<file path="config.mk">
export PLATFORM = sky130hd
export DESIGN_NAME = game_controller_levels_flat
export DESIGN_NICKNAME = d
export VERILOG_FILES = /design/src/rtl/game_controller_levels_if.sv /design/src/rtl/game_controller_levels.sv /design/src/flat_wrapper.sv
export SDC_FILE = /design/constraint.sdc
export NUM_CORES = 1
export LEC_CHECK = 0
export ABC_AREA = 1
export CORE_MARGIN = 4
export CORE_UTILIZATION = 55
export CTS_CLUSTER_SIZE = 8
export DETAILED_ROUTE_END_ITERATION = 8
export PLACE_DENSITY = 0.78
export SYNTH_ARGS = -nofsm -noshare
export SYNTH_HDL_FRONTEND = slang
export SYNTH_SLANG_ARGS = --single-unit
</file>
<file path="constraint.sdc">
create_clock -name clk -period 1.95 [get_ports clk]
set_input_delay 0.585 -clock clk [delete_from_list [all_inputs] [get_ports clk]]
set_output_delay 0.585 -clock clk [all_outputs]
set_load 0.1 [all_outputs]
</file>
<file path="src/rtl/game_controller_levels_if.sv">
// Event inputs and status outputs exchanged between the game controller and its surroundings.
// The master side drives detector/keypad events; the slave side is the controller.
interface game_controller_levels_if #(
    parameter int unsigned SCORE_W = 4,
    parameter int unsigned LIFE_W  = 3,
    parameter int unsigned LEVEL_W = 2
) ();
    logic               start_game;
    logic               pause_key;
    logic               explosion;
    logic               wall_destroyed;
    logic               collision_bomber_enemy;
    logic               collision_bomber_mine;
    logic               timer_expired;

    logic [SCORE_W-1:0] level_score;
    logic [SCORE_W-1:0] total_score;
    logic [LIFE_W-1:0]  lives;
    logic [LEVEL_W-1:0] level;
    logic               invulnerable;
    logic               game_active;
    logic               paused;
    logic               level_reload;
    logic               explosion_sound;
    logic               hit_sound;
    logic               enable_WIN;
    logic               enable_LOSER;

    modport master (
        output start_game, pause_key, explosion, wall_destroyed,
               collision_bomber_enemy, collision_bomber_mine, timer_expired,
        input  level_score, total_score, lives, level, invulnerable, game_active,
               paused, level_reload, explosion_sound, hit_sound, enable_WIN, enable_LOSER
    );

    modport slave (
        input  start_game, pause_key, explosion, wall_destroyed,
               collision_bomber_enemy, collision_bomber_mine, timer_expired,
        output level_score, total_score, lives, level, invulnerable, game_active,
               paused, level_reload, explosion_sound, hit_sound, enable_WIN, enable_LOSER
    );
endinterface

</file>
<file path="src/rtl/game_controller_levels.sv">
// Multi-level game controller: score, lives, level, invulnerability window,
// pause, level-clear intermission and win/lose terminal states.
module game_controller_levels #(
    parameter int unsigned SCORE_W       = 4,
    parameter int unsigned LIFE_W        = 3,
    parameter int unsigned LEVEL_W       = 2,
    parameter int unsigned INITIAL_LIVES = 4,
    parameter int unsigned WIN_SCORE     = 9,
    parameter int unsigned NUM_LEVELS    = 3,
    parameter int unsigned INVULN_CYCLES = 25000000,
    parameter int unsigned CLEAR_CYCLES  = 50000000
) (
    input  logic                     clk,
    input  logic                     reset,
    game_controller_levels_if.slave  bus
);

    localparam logic [2:0] S_IDLE   = 3'd0;
    localparam logic [2:0] S_PLAY   = 3'd1;
    localparam logic [2:0] S_INVULN = 3'd2;
    localparam logic [2:0] S_PAUSED = 3'd3;
    localparam logic [2:0] S_CLEAR  = 3'd4;
    localparam logic [2:0] S_WIN    = 3'd5;
    localparam logic [2:0] S_LOSE   = 3'd6;

    // One shared down-counter serves both the invulnerability and intermission windows.
    localparam int unsigned CNT_MAX = (INVULN_CYCLES > CLEAR_CYCLES) ? INVULN_CYCLES : CLEAR_CYCLES;
    localparam int unsigned CNT_W   = (CNT_MAX > 1) ? $clog2(CNT_MAX) : 1;

    localparam logic [SCORE_W-1:0] SCORE_MAX   = '1;
    localparam logic [SCORE_W-1:0] WIN_LS      = SCORE_W'(WIN_SCORE);
    localparam logic [LEVEL_W-1:0] LAST_LEVEL  = LEVEL_W'(NUM_LEVELS - 1);
    localparam logic [LIFE_W-1:0]  START_LIVES = LIFE_W'(INITIAL_LIVES);
    localparam logic [CNT_W-1:0]   INVULN_LOAD = CNT_W'(INVULN_CYCLES - 1);
    localparam logic [CNT_W-1:0]   CLEAR_LOAD  = CNT_W'(CLEAR_CYCLES - 1);

    logic [2:0]         state, state_d;
    logic [CNT_W-1:0]   cnt, cnt_d;
    logic [SCORE_W-1:0] level_score_q, level_score_d;
    logic [SCORE_W-1:0] total_score_q, total_score_d;
    logic [LIFE_W-1:0]  lives_q, lives_d;
    logic [LEVEL_W-1:0] level_q, level_d;
    logic               expl_q;
    logic               reload_q, reload_d;
    logic               expl_snd_q, expl_snd_d;
    logic               hit_snd_q, hit_snd_d;
    logic               invuln_q, invuln_d;
    logic               active_q, active_d;
    logic               paused_q, paused_d;
    logic               win_q, win_d;
    logic               lose_q, lose_d;
    logic [SCORE_W-1:0] level_score_inc;
    logic [SCORE_W-1:0] total_score_inc;
    logic               in_game;

    function automatic logic [SCORE_W-1:0] sat_inc(input logic [SCORE_W-1:0] v);
        return (v == SCORE_MAX) ? v : v + SCORE_W'(1);
    endfunction

    // State and datapath registers.
    always_ff @(posedge clk) begin
        if (reset) begin
            state         <= S_IDLE;
            cnt           <= '0;
            level_score_q <= '0;
            total_score_q <= '0;
            lives_q       <= START_LIVES;
            level_q       <= '0;
            expl_q        <= 1'b0;
            reload_q      <= 1'b0;
            expl_snd_q    <= 1'b0;
            hit_snd_q     <= 1'b0;
            invuln_q      <= 1'b0;
            active_q      <= 1'b0;
            paused_q      <= 1'b0;
            win_q         <= 1'b0;
            lose_q        <= 1'b0;
        end else begin
            state         <= state_d;
            cnt           <= cnt_d;
            level_score_q <= level_score_d;
            total_score_q <= total_score_d;
            lives_q       <= lives_d;
            level_q       <= level_d;
            expl_q        <= bus.explosion;
            reload_q      <= reload_d;
            expl_snd_q    <= expl_snd_d;
            hit_snd_q     <= hit_snd_d;
            invuln_q      <= invuln_d;
            active_q      <= active_d;
            paused_q      <= paused_d;
            win_q         <= win_d;
            lose_q        <= lose_d;
        end
    end

    // Next-state, datapath and output decode.
    always_comb begin
        state_d         = state;
        cnt_d           = cnt;
        level_score_d   = level_score_q;
        total_score_d   = total_score_q;
        lives_d         = lives_q;
        level_d         = level_q;
        reload_d        = 1'b0;
        hit_snd_d       = 1'b0;
        level_score_inc = sat_inc(level_score_q);
        total_score_inc = sat_inc(total_score_q);
        in_game         = (state == S_PLAY) || (state == S_INVULN);
        expl_snd_d      = bus.explosion & ~expl_q & in_game;

        case (state)
            S_IDLE, S_WIN, S_LOSE: begin
                if (bus.start_game) begin
                    state_d       = S_PLAY;
                    cnt_d         = '0;
                    lives_d       = START_LIVES;
                    level_d       = '0;
                    level_score_d = '0;
                    total_score_d = '0;
                    reload_d      = 1'b1;
                end
            end
            S_PAUSED: begin
                if (bus.pause_key) state_d = S_PLAY;
            end
            S_CLEAR: begin
                if (cnt == '0) begin
                    state_d       = S_PLAY;
                    level_d       = level_q + LEVEL_W'(1);
                    level_score_d = '0;
                    reload_d      = 1'b1;
                end else begin
                    cnt_d = cnt - CNT_W'(1);
                end
            end
            S_PLAY, S_INVULN: begin
                // Window countdown runs first; any event below overrides the state.
                if (state == S_INVULN) begin
                    if (cnt == '0) state_d = S_PLAY;
                    else           cnt_d   = cnt - CNT_W'(1);
                end
                if (bus.collision_bomber_mine || bus.timer_expired) begin
                    state_d = S_LOSE;
                end else if (bus.collision_bomber_enemy && (state == S_PLAY)) begin
                    hit_snd_d = 1'b1;
                    lives_d   = lives_q - LIFE_W'(1);
                    if (lives_q == LIFE_W'(1)) begin
                        state_d = S_LOSE;
                    end else begin
                        state_d = S_INVULN;
                        cnt_d   = INVULN_LOAD;
                    end
                end else if (bus.wall_destroyed) begin
                    level_score_d = level_score_inc;
                    total_score_d = total_score_inc;
                    if (level_score_inc == WIN_LS) begin
                        if (level_q == LAST_LEVEL) begin
                            state_d = S_WIN;
                        end else begin
                            state_d = S_CLEAR;
                            cnt_d   = CLEAR_LOAD;
                        end
                    end
                end else if (bus.pause_key && (state == S_PLAY)) begin
                    state_d = S_PAUSED;
                end
            end
            default: state_d = S_IDLE;
        endcase

        invuln_d = (state_d == S_INVULN);
        active_d = (state_d == S_PLAY) || (state_d == S_INVULN);
        paused_d = (state_d == S_PAUSED);
        win_d    = (state_d == S_WIN);
        lose_d   = (state_d == S_LOSE);
    end

    assign bus.level_score     = level_score_q;
    assign bus.total_score     = total_score_q;
    assign bus.lives           = lives_q;
    assign bus.level           = level_q;
    assign bus.invulnerable    = invuln_q;
    assign bus.game_active     = active_q;
    assign bus.paused          = paused_q;
    assign bus.level_reload    = reload_q;
    assign bus.explosion_sound = expl_snd_q;
    assign bus.hit_sound       = hit_snd_q;
    assign bus.enable_WIN      = win_q;
    assign bus.enable_LOSER    = lose_q;

endmodule

</file>
<file path="src/flat_wrapper.sv">
// flat-port wrapper written by rule: the top's interface ports become plain ports
module game_controller_levels_flat 
#(
    parameter int unsigned SCORE_W       = 4,
    parameter int unsigned LIFE_W        = 3,
    parameter int unsigned LEVEL_W       = 2,
    parameter int unsigned INITIAL_LIVES = 4,
    parameter int unsigned WIN_SCORE     = 9,
    parameter int unsigned NUM_LEVELS    = 3,
    parameter int unsigned INVULN_CYCLES = 25000000,
    parameter int unsigned CLEAR_CYCLES  = 50000000
)
  (clk, reset, bus_start_game, bus_pause_key, bus_explosion, bus_wall_destroyed, bus_collision_bomber_enemy, bus_collision_bomber_mine, bus_timer_expired, bus_level_score, bus_total_score, bus_lives, bus_level, bus_invulnerable, bus_game_active, bus_paused, bus_level_reload, bus_explosion_sound, bus_hit_sound, bus_enable_WIN, bus_enable_LOSER);
  game_controller_levels_if #(.SCORE_W(SCORE_W), .LIFE_W(LIFE_W), .LEVEL_W(LEVEL_W)) bus_i ();
  input  logic clk;
  input  logic reset;
  input wire logic [$bits(bus_i.start_game)-1:0] bus_start_game;
  input wire logic [$bits(bus_i.pause_key)-1:0] bus_pause_key;
  input wire logic [$bits(bus_i.explosion)-1:0] bus_explosion;
  input wire logic [$bits(bus_i.wall_destroyed)-1:0] bus_wall_destroyed;
  input wire logic [$bits(bus_i.collision_bomber_enemy)-1:0] bus_collision_bomber_enemy;
  input wire logic [$bits(bus_i.collision_bomber_mine)-1:0] bus_collision_bomber_mine;
  input wire logic [$bits(bus_i.timer_expired)-1:0] bus_timer_expired;
  output wire logic [$bits(bus_i.level_score)-1:0] bus_level_score;
  output wire logic [$bits(bus_i.total_score)-1:0] bus_total_score;
  output wire logic [$bits(bus_i.lives)-1:0] bus_lives;
  output wire logic [$bits(bus_i.level)-1:0] bus_level;
  output wire logic [$bits(bus_i.invulnerable)-1:0] bus_invulnerable;
  output wire logic [$bits(bus_i.game_active)-1:0] bus_game_active;
  output wire logic [$bits(bus_i.paused)-1:0] bus_paused;
  output wire logic [$bits(bus_i.level_reload)-1:0] bus_level_reload;
  output wire logic [$bits(bus_i.explosion_sound)-1:0] bus_explosion_sound;
  output wire logic [$bits(bus_i.hit_sound)-1:0] bus_hit_sound;
  output wire logic [$bits(bus_i.enable_WIN)-1:0] bus_enable_WIN;
  output wire logic [$bits(bus_i.enable_LOSER)-1:0] bus_enable_LOSER;
  assign bus_i.start_game = bus_start_game;
  assign bus_i.pause_key = bus_pause_key;
  assign bus_i.explosion = bus_explosion;
  assign bus_i.wall_destroyed = bus_wall_destroyed;
  assign bus_i.collision_bomber_enemy = bus_collision_bomber_enemy;
  assign bus_i.collision_bomber_mine = bus_collision_bomber_mine;
  assign bus_i.timer_expired = bus_timer_expired;
  assign bus_level_score = bus_i.level_score;
  assign bus_total_score = bus_i.total_score;
  assign bus_lives = bus_i.lives;
  assign bus_level = bus_i.level;
  assign bus_invulnerable = bus_i.invulnerable;
  assign bus_game_active = bus_i.game_active;
  assign bus_paused = bus_i.paused;
  assign bus_level_reload = bus_i.level_reload;
  assign bus_explosion_sound = bus_i.explosion_sound;
  assign bus_hit_sound = bus_i.hit_sound;
  assign bus_enable_WIN = bus_i.enable_WIN;
  assign bus_enable_LOSER = bus_i.enable_LOSER;
  game_controller_levels #(.SCORE_W(SCORE_W), .LIFE_W(LIFE_W), .LEVEL_W(LEVEL_W), .INITIAL_LIVES(INITIAL_LIVES), .WIN_SCORE(WIN_SCORE), .NUM_LEVELS(NUM_LEVELS), .INVULN_CYCLES(INVULN_CYCLES), .CLEAR_CYCLES(CLEAR_CYCLES)) u_core (.clk(clk), .reset(reset), .bus(bus_i));
endmodule
</file>
Word-level counts from Yosys, hierarchy flattened
Cells that the tools add are included.
{ "classes": {"bitwise_logic": 4, "n_reduce_logical": 18, "n_eq_ne": 23, "n_addsub": 5, "muxes": 45} }
{ "op_table": {"columns": ["cell", "n"], "rows": [
  ["2-to-1 mux 26 bit", 9],
  ["case mux 26 bit (3 select lines)", 1],
  ["2-to-1 mux 4 bit", 10],
  ["2-to-1 mux 3 bit", 13],
  ["logical NOT 26 bit", 1],
  ["subtractor 26 x 1 -> 26 bit, second input constant", 1],
  ["== test 3 bit, second input constant", 5],
  ["== test 3 x 2 -> 1 bit, second input constant", 4],
  ["== test 4 bit, second input constant", 3],
  ["case mux 3 bit (4 select lines)", 1],
  ["case mux 4 bit (3 select lines)", 1],
  ["AND reduction 6 bit", 2],
  ["inequality test 2 bit, second input constant", 5],
  ["== test 3 x 1 -> 1 bit, second input constant", 3],
  ["adder 4 x 1 -> 4 bit, second input constant", 2],
  ["case mux 4 bit (2 select lines)", 1],
  ["case mux 3 bit (2 select lines)", 1],
  ["OR reduction 3 bit", 2],
  ["2-to-1 mux 1 bit", 4],
  ["2-to-1 mux 2 bit", 2],
  ["inequality test 2 x 1 -> 1 bit, second input constant", 2],
  ["case mux 2 bit (2 select lines)", 1],
  ["AND reduction 4 bit", 1],
  ["nonzero test 2 bit", 2],
  ["other kinds (13)", 18]
]} }
{ "word_totals": {"register_bits": 51} }

Depth between registers and ports, before layout
{ "logic_depth": {"word_depth": 10, "depth_mapped": 16, "depth_no_buf": 16} }

Least setup slack after synthesis
Ideal clock, no wire load.
{ "synth_timing": {"kind": "reg2reg", "start": "reg u_core.level_score_q[0] (netlist: u_core.bus.level_score[0])", "end": "reg u_core.cnt[10]", "path_buffers": 0, "period_less_slack_ps": 2398, "arrival_ps": 2281, "path_stages_with_launch": 13, "setup_slack_ps": -448, "path_cell_list": "dfxtp_1 > ha_1 > inv_1 > nand2_1 > o21ai_0 > nor2_1 > nand3_2 > nand2_2 > nor2_2 > o21ai_0 > nor2_1 > nor2_1 > nor2_1"} }
{ "synth_between": {"elab_chain_len": 8} }
{ "synth_rtl": {"columns": ["element", "line_no", "source"], "rows": [
  ["from (decl)", "game_controller_levels.sv:39", "logic [SCORE_W-1:0] level_score_q, level_score_d;"],
  ["from (signal assigned)", "game_controller_levels.sv:81", "level_score_q <= level_score_d;"],
  ["adder 4 x 1 -> 4 bit / == test 4 bit (equally long branches)", "game_controller_levels.sv:57", "return (v == SCORE_MAX) ? v : v + SCORE_W'(1);"],
  ["2-to-1 mux 4 bit *", "game_controller_levels.sv:57", null],
  ["== test 4 bit *", "game_controller_levels.sv:157", "if (level_score_inc == WIN_LS) begin"],
  ["2-to-1 mux 26 bit *", "game_controller_levels.sv:157", null],
  ["2-to-1 mux 26 bit *", "game_controller_levels.sv:154", "end else if (bus.wall_destroyed) begin"],
  ["2-to-1 mux 26 bit *", "game_controller_levels.sv:145", "end else if (bus.collision_bomber_enemy && (state == S_PLAY)) begin"],
  ["2-to-1 mux 26 bit *", "game_controller_levels.sv:143", "if (bus.collision_bomber_mine || bus.timer_expired) begin"],
  ["case mux 26 bit (3 select lines) *", "game_controller_levels.sv:112", "case (state)"],
  ["to (signal assigned)", "game_controller_levels.sv:80", "cnt <= cnt_d;"],
  ["to (decl)", "game_controller_levels.sv:38", "logic [CNT_W-1:0] cnt, cnt_d;"]
]} }
Every way passes the cells marked *; elsewhere a longest branch is shown, timed or not.
A chain may end at the register's enable or synchronous reset.

Worst setup path in the final report
{ "layout_timing": {"start": "in bus_timer_expired", "end": "reg u_core.active_q (netlist: u_core.bus.game_active)"} }
{ "layout_between": {"elab_chain_len": 5} }
{ "layout_rtl": {"columns": ["element", "line_no", "source"], "rows": [
  ["from (decl)", "flat_wrapper.sv:23", "input wire logic [$bits(bus_i.timer_expired)-1:0] bus_timer_expired;"],
  ["logical OR 1 bit *", "game_controller_levels.sv:143", null],
  ["2-to-1 mux 3 bit *", "game_controller_levels.sv:143", null],
  ["case mux 3 bit (4 select lines) *", "game_controller_levels.sv:112", null],
  ["== test 3 x 1 -> 1 bit / == test 3 x 2 -> 1 bit (equally long branches)", "game_controller_levels.sv:173", "active_d = (state_d == S_PLAY) || (state_d == S_INVULN);"],
  ["logical OR 1 bit *", "game_controller_levels.sv:173", null],
  ["to (signal assigned)", "game_controller_levels.sv:90", "active_q <= active_d;"],
  ["to (decl)", "game_controller_levels.sv:48", "logic active_q, active_d;"]
]} }
Marks and branches as above.

==> flow_summary.toml <==
[clock_tree]
clkLatencyLatePin_ns = 0.32
cts_made_buffers = 5
cts_max_path_bufs = 2
worst_setup_hold_path_clk_slew_ns = 0.11
cts-root-buf = "sky130_fd_sc_hd__clkbuf_8"
htree_num_levels = 2
cts_tree = "built"
cts_hold_buf = 0
cts.sink_count = 51

[global_route]
first_global_vias = 3787
grt_antenna_before_repair = 0
grt_first_pass_wirelength_um = 18420
groute.usage.overall_pct = 27.45
pin_count_of_the_biggest_net_entering_global_routing = 25
grt-ovfl-total = 0

[yosys]
yosys-top-cells-area = "sky130_fd_sc_hd__dfxtp_1 28%, sky130_fd_sc_hd__nand2_1 12%, sky130_fd_sc_hd__nor2_1 9.1%, sky130_fd_sc_hd__nand3_1 6.1%, sky130_fd_sc_hd__inv_1 4.8%"
postSynthRegisterBits = 51
synthCells = 583
synth_cell_types = 44
postSynthNetCount = 600
synthTopCellsByCount = "117 x sky130_fd_sc_hd__nand2_1, 89 x sky130_fd_sc_hd__nor2_1, 51 x sky130_fd_sc_hd__dfxtp_1, 47 x sky130_fd_sc_hd__inv_1, 45 x sky130_fd_sc_hd__nand3_1"
sequential_element_share_of_the_synthesized_area_pct = 27.68
synthesis.area_per_instance_um2 = 6.327
ys_dominant_reg_cell = "sky130_fd_sc_hd__dfxtp_1"
netlist.top_cell.by_area = "sky130_fd_sc_hd__dfxtp_1"
asyncSetResetFlopFracSynth_pct = 0
synth.top_cell.area_share_pct = 27.68
yosys_warns = 0
yosysMostFrequentCell = "sky130_fd_sc_hd__nand2_1"
number_of_synthesized_flops_with_an_enable_pin = 0
synthesis.area_um2 = 3689

[critical_path]
crit-reg2reg-capture = "u_core.bus.level_score[3]$_SDFFE_PP0P_"
timing.critical_path.to_type = "register"
cp-start-kind = "input pin"
setup.reg_to_reg.worst_slack_ns = 0.11
worstPathRequired_ns = 2.17
reg2reg_depth = 11
worst_r2r_startpoint = "u_core.cnt[9]$_SDFFE_PP0P_"
setup_cp_type = "input pin to register"
critical_path_peak_fanout = 5
cp_data_arrival_time_ns = 2.07

[placement]
numPlacedInstances = 722
place_congestion = 0.9789
place_hpwl_um = 8597
io_buffers = 29

[route]
routedWlPerCell_um = 15.24
detailedRoute.firstPassIterationCount = 5
vias_per_cell = 5.748
routed_wirelength_um = 11190
detail_route.iter0.violations = 361
drc = 0
detailroute.via_count = 4219
antenna_violating_nets_post_route = 0

[hold_path]
worst_hold_path_type = "register to register"
hold-path-cell-count = 1
hp-start = "u_core.expl_q$_SDFF_PP0_"
hold-path-endpoint = "u_core.bus.explosion_sound$_SDFF_PP0_"

[floorplan]
die_area_um2 = 8080
design.portCount = 30
core_region_area_um2 = 6422
die_h_um = 89.89
initial_core_util_pct = 57.43
overall_die_width_um = 89.89
row_count = 29

[layout]
fillCellCount = 527
design.final.nets = 673
non_filler_instances = 734
syn2layout_area_growth_pct = 30.46
ant_diodes = 0
final_layout_size_suffix_gt1_share_pct = 25.27

[timing]
timing.max_slew.rel_slack_pct = 71.46
final_clock_period_utilization_by_the_worst_path_pct = 94.78
rsz0062_at_grt = "yes"
timing.fmax_ghz = 0.5411
final_max_slew_viol_count = 0
worst_clock_skew_ns = 0.007438
finalSetupViolCount = 0
max_slew.worst_pin.slew_ns = 0.4275
hold_violations = 0
min_period_ns = 1.848
setup_total_negative_slack_ns = 0

[power_and_ir_drop]
cellPowerDensity_nw_per_um2 = 1862
p_total_uw = 8960
irDropWorstVdd_uv = 1078
static_leakage_uw = 0.002187

[run_status]
run_status = "finished clean"

[job]
maxCapViolCount = 0
## per-layer routing
metal / up-vias / global-route usage, % / wire [um]
met5: - / 0 / 0
met4: 0 / 8.163 / 203
met3: 20 / 3.589 / 918
met2: 184 / 42.36 / 5035
met1: 1917 / 39.92 / 5030
li1: 2098 / - / -
## registers in the layout (all words and copies together) (netlist names)
signal,flops
u_core.cnt,26
u_core.bus.level_score,4
u_core.bus.total_score,4
u_core.bus.lives,3
u_core.state,3
u_core.bus.level,2
u_core.bus.enable_LOSER,1
u_core.bus.enable_WIN,1
u_core.bus.explosion_sound,1
u_core.bus.game_active,1
u_core.bus.hit_sound,1
u_core.bus.invulnerable,1
u_core.bus.level_reload,1
u_core.bus.paused,1
u_core.expl_q,1
## worst max-delay path, stage by stage
cell and delay (ns):
sky130_fd_sc_hd__clkdlybuf4s50_1 0.41, sky130_fd_sc_hd__nor2_2 0.16, sky130_fd_sc_hd__inv_1 0.09, sky130_fd_sc_hd__buf_4 0.14
sky130_fd_sc_hd__nor3_2 0.17, sky130_fd_sc_hd__nand3_1 0.12, sky130_fd_sc_hd__nand2_2 0.10, sky130_fd_sc_hd__nand2_2 0.10
sky130_fd_sc_hd__nand4_1 0.13, sky130_fd_sc_hd__nand2_1 0.06
## kinds of logic (layout without fill, tap and decap cells)
family	Yosys count	in the layout	synth area share, %
simple gates	315	315	39.45
xor+xnor	11	11	2.612
fa+ha+maj	8	8	2.917
compound gates	122	122	18.56
flops	51	51	27.68
buf+inv	76	150	8.786
## cell usage in the layout, fill, tap and decap left out, types with 19 or more instances in the layout
| cell | netlist | layout |
|---|---|---|
| sky130_fd_sc_hd__nand3_1 | 45 | 45 |
| sky130_fd_sc_hd__inv_1 | 47 | 46 |
| sky130_fd_sc_hd__nand2_1 | 117 | 113 |
| sky130_fd_sc_hd__buf_12 | 0 | 23 |
| sky130_fd_sc_hd__buf_4 | 0 | 53 |
| sky130_fd_sc_hd__o21ai_0 | 34 | 32 |
| sky130_fd_sc_hd__a21oi_1 | 31 | 31 |
| sky130_fd_sc_hd__nor2_1 | 89 | 79 |
| sky130_fd_sc_hd__o21ai_1 | 24 | 25 |
| sky130_fd_sc_hd__dfxtp_1 | 51 | 36 |
| sky130_fd_sc_hd__nand2_2 | 15 | 19 |
## worst max-delay path by stage
stage | from | end | slack (ns) | cells past startpoint
after floorplan | u_core.bus.level[1]$_SDFFE_PP0P_ | u_core.cnt[3]$_SDFFE_PP0P_ | 0.007 | 8
after global placement | bus_timer_expired | u_core.cnt[10]$_SDFFE_PP0P_ | -0.25 | 11
after detailed placement | bus_timer_expired | u_core.cnt[25]$_SDFFE_PP0P_ | -0.29 | 10
after CTS | bus_timer_expired | u_core.cnt[25]$_SDFFE_PP0P_ | 0.03 | 10
after global routing | u_core.cnt[0]$_SDFFE_PP0P_ | u_core.cnt[22]$_SDFFE_PP0P_ | -0.007 | 12
final | bus_timer_expired | u_core.bus.game_active$_SDFF_PP0_ | 0.10 | 10
## stage by stage
| stage | util, % | setup WS, ns | hold slack, ns | cell area (um2) |
|---|---|---|---|---|
| finish | 74.93 | 0.1018 | 0.4051 | 4812 |
| global route | 74.93 | -0.006761 | 0.4323 | 4812 |
| CTS | 73.27 | 0.02896 | 0.4048 | 4706 |
| detailed placement | 71.71 | -0.2920 | 0.3908 | 4606 |
| global placement | 71.71 | -0.2498 | 0.3811 | 4606 |
| floorplan | - | 0.006819 | 0.3743 | 3705 |
## timing repair
action	4_1_cts	5_1_grt
pin swaps	0	8
endpoints found under the setup margin	2	42
buffers inserted	0	4
resized for setup	1	29
cloned	0	0
## where the power goes
part / leakage (uW) / internal, uW / switching, uW
clock network: 0.0000502 / 267 / 412
logic: 0.00171 / 2430 / 4150
registers: 0.000424 / 1360 / 342
## area by class of cell
cell class / instances / area [um2] / area share (%)
clock inverters: 3 / 28.78 / 0.5980
repair buffers: 84 / 938.4 / 19.50
flip-flops and latches: 51 / 1045 / 21.71
well taps: 77 / 96.34 / 2.002
multi-input cells: 456 / 2415 / 50.18
clock buffers: 5 / 68.82 / 1.430
inverters: 58 / 220.2 / 4.576
(Power assumes the default switching activity.)
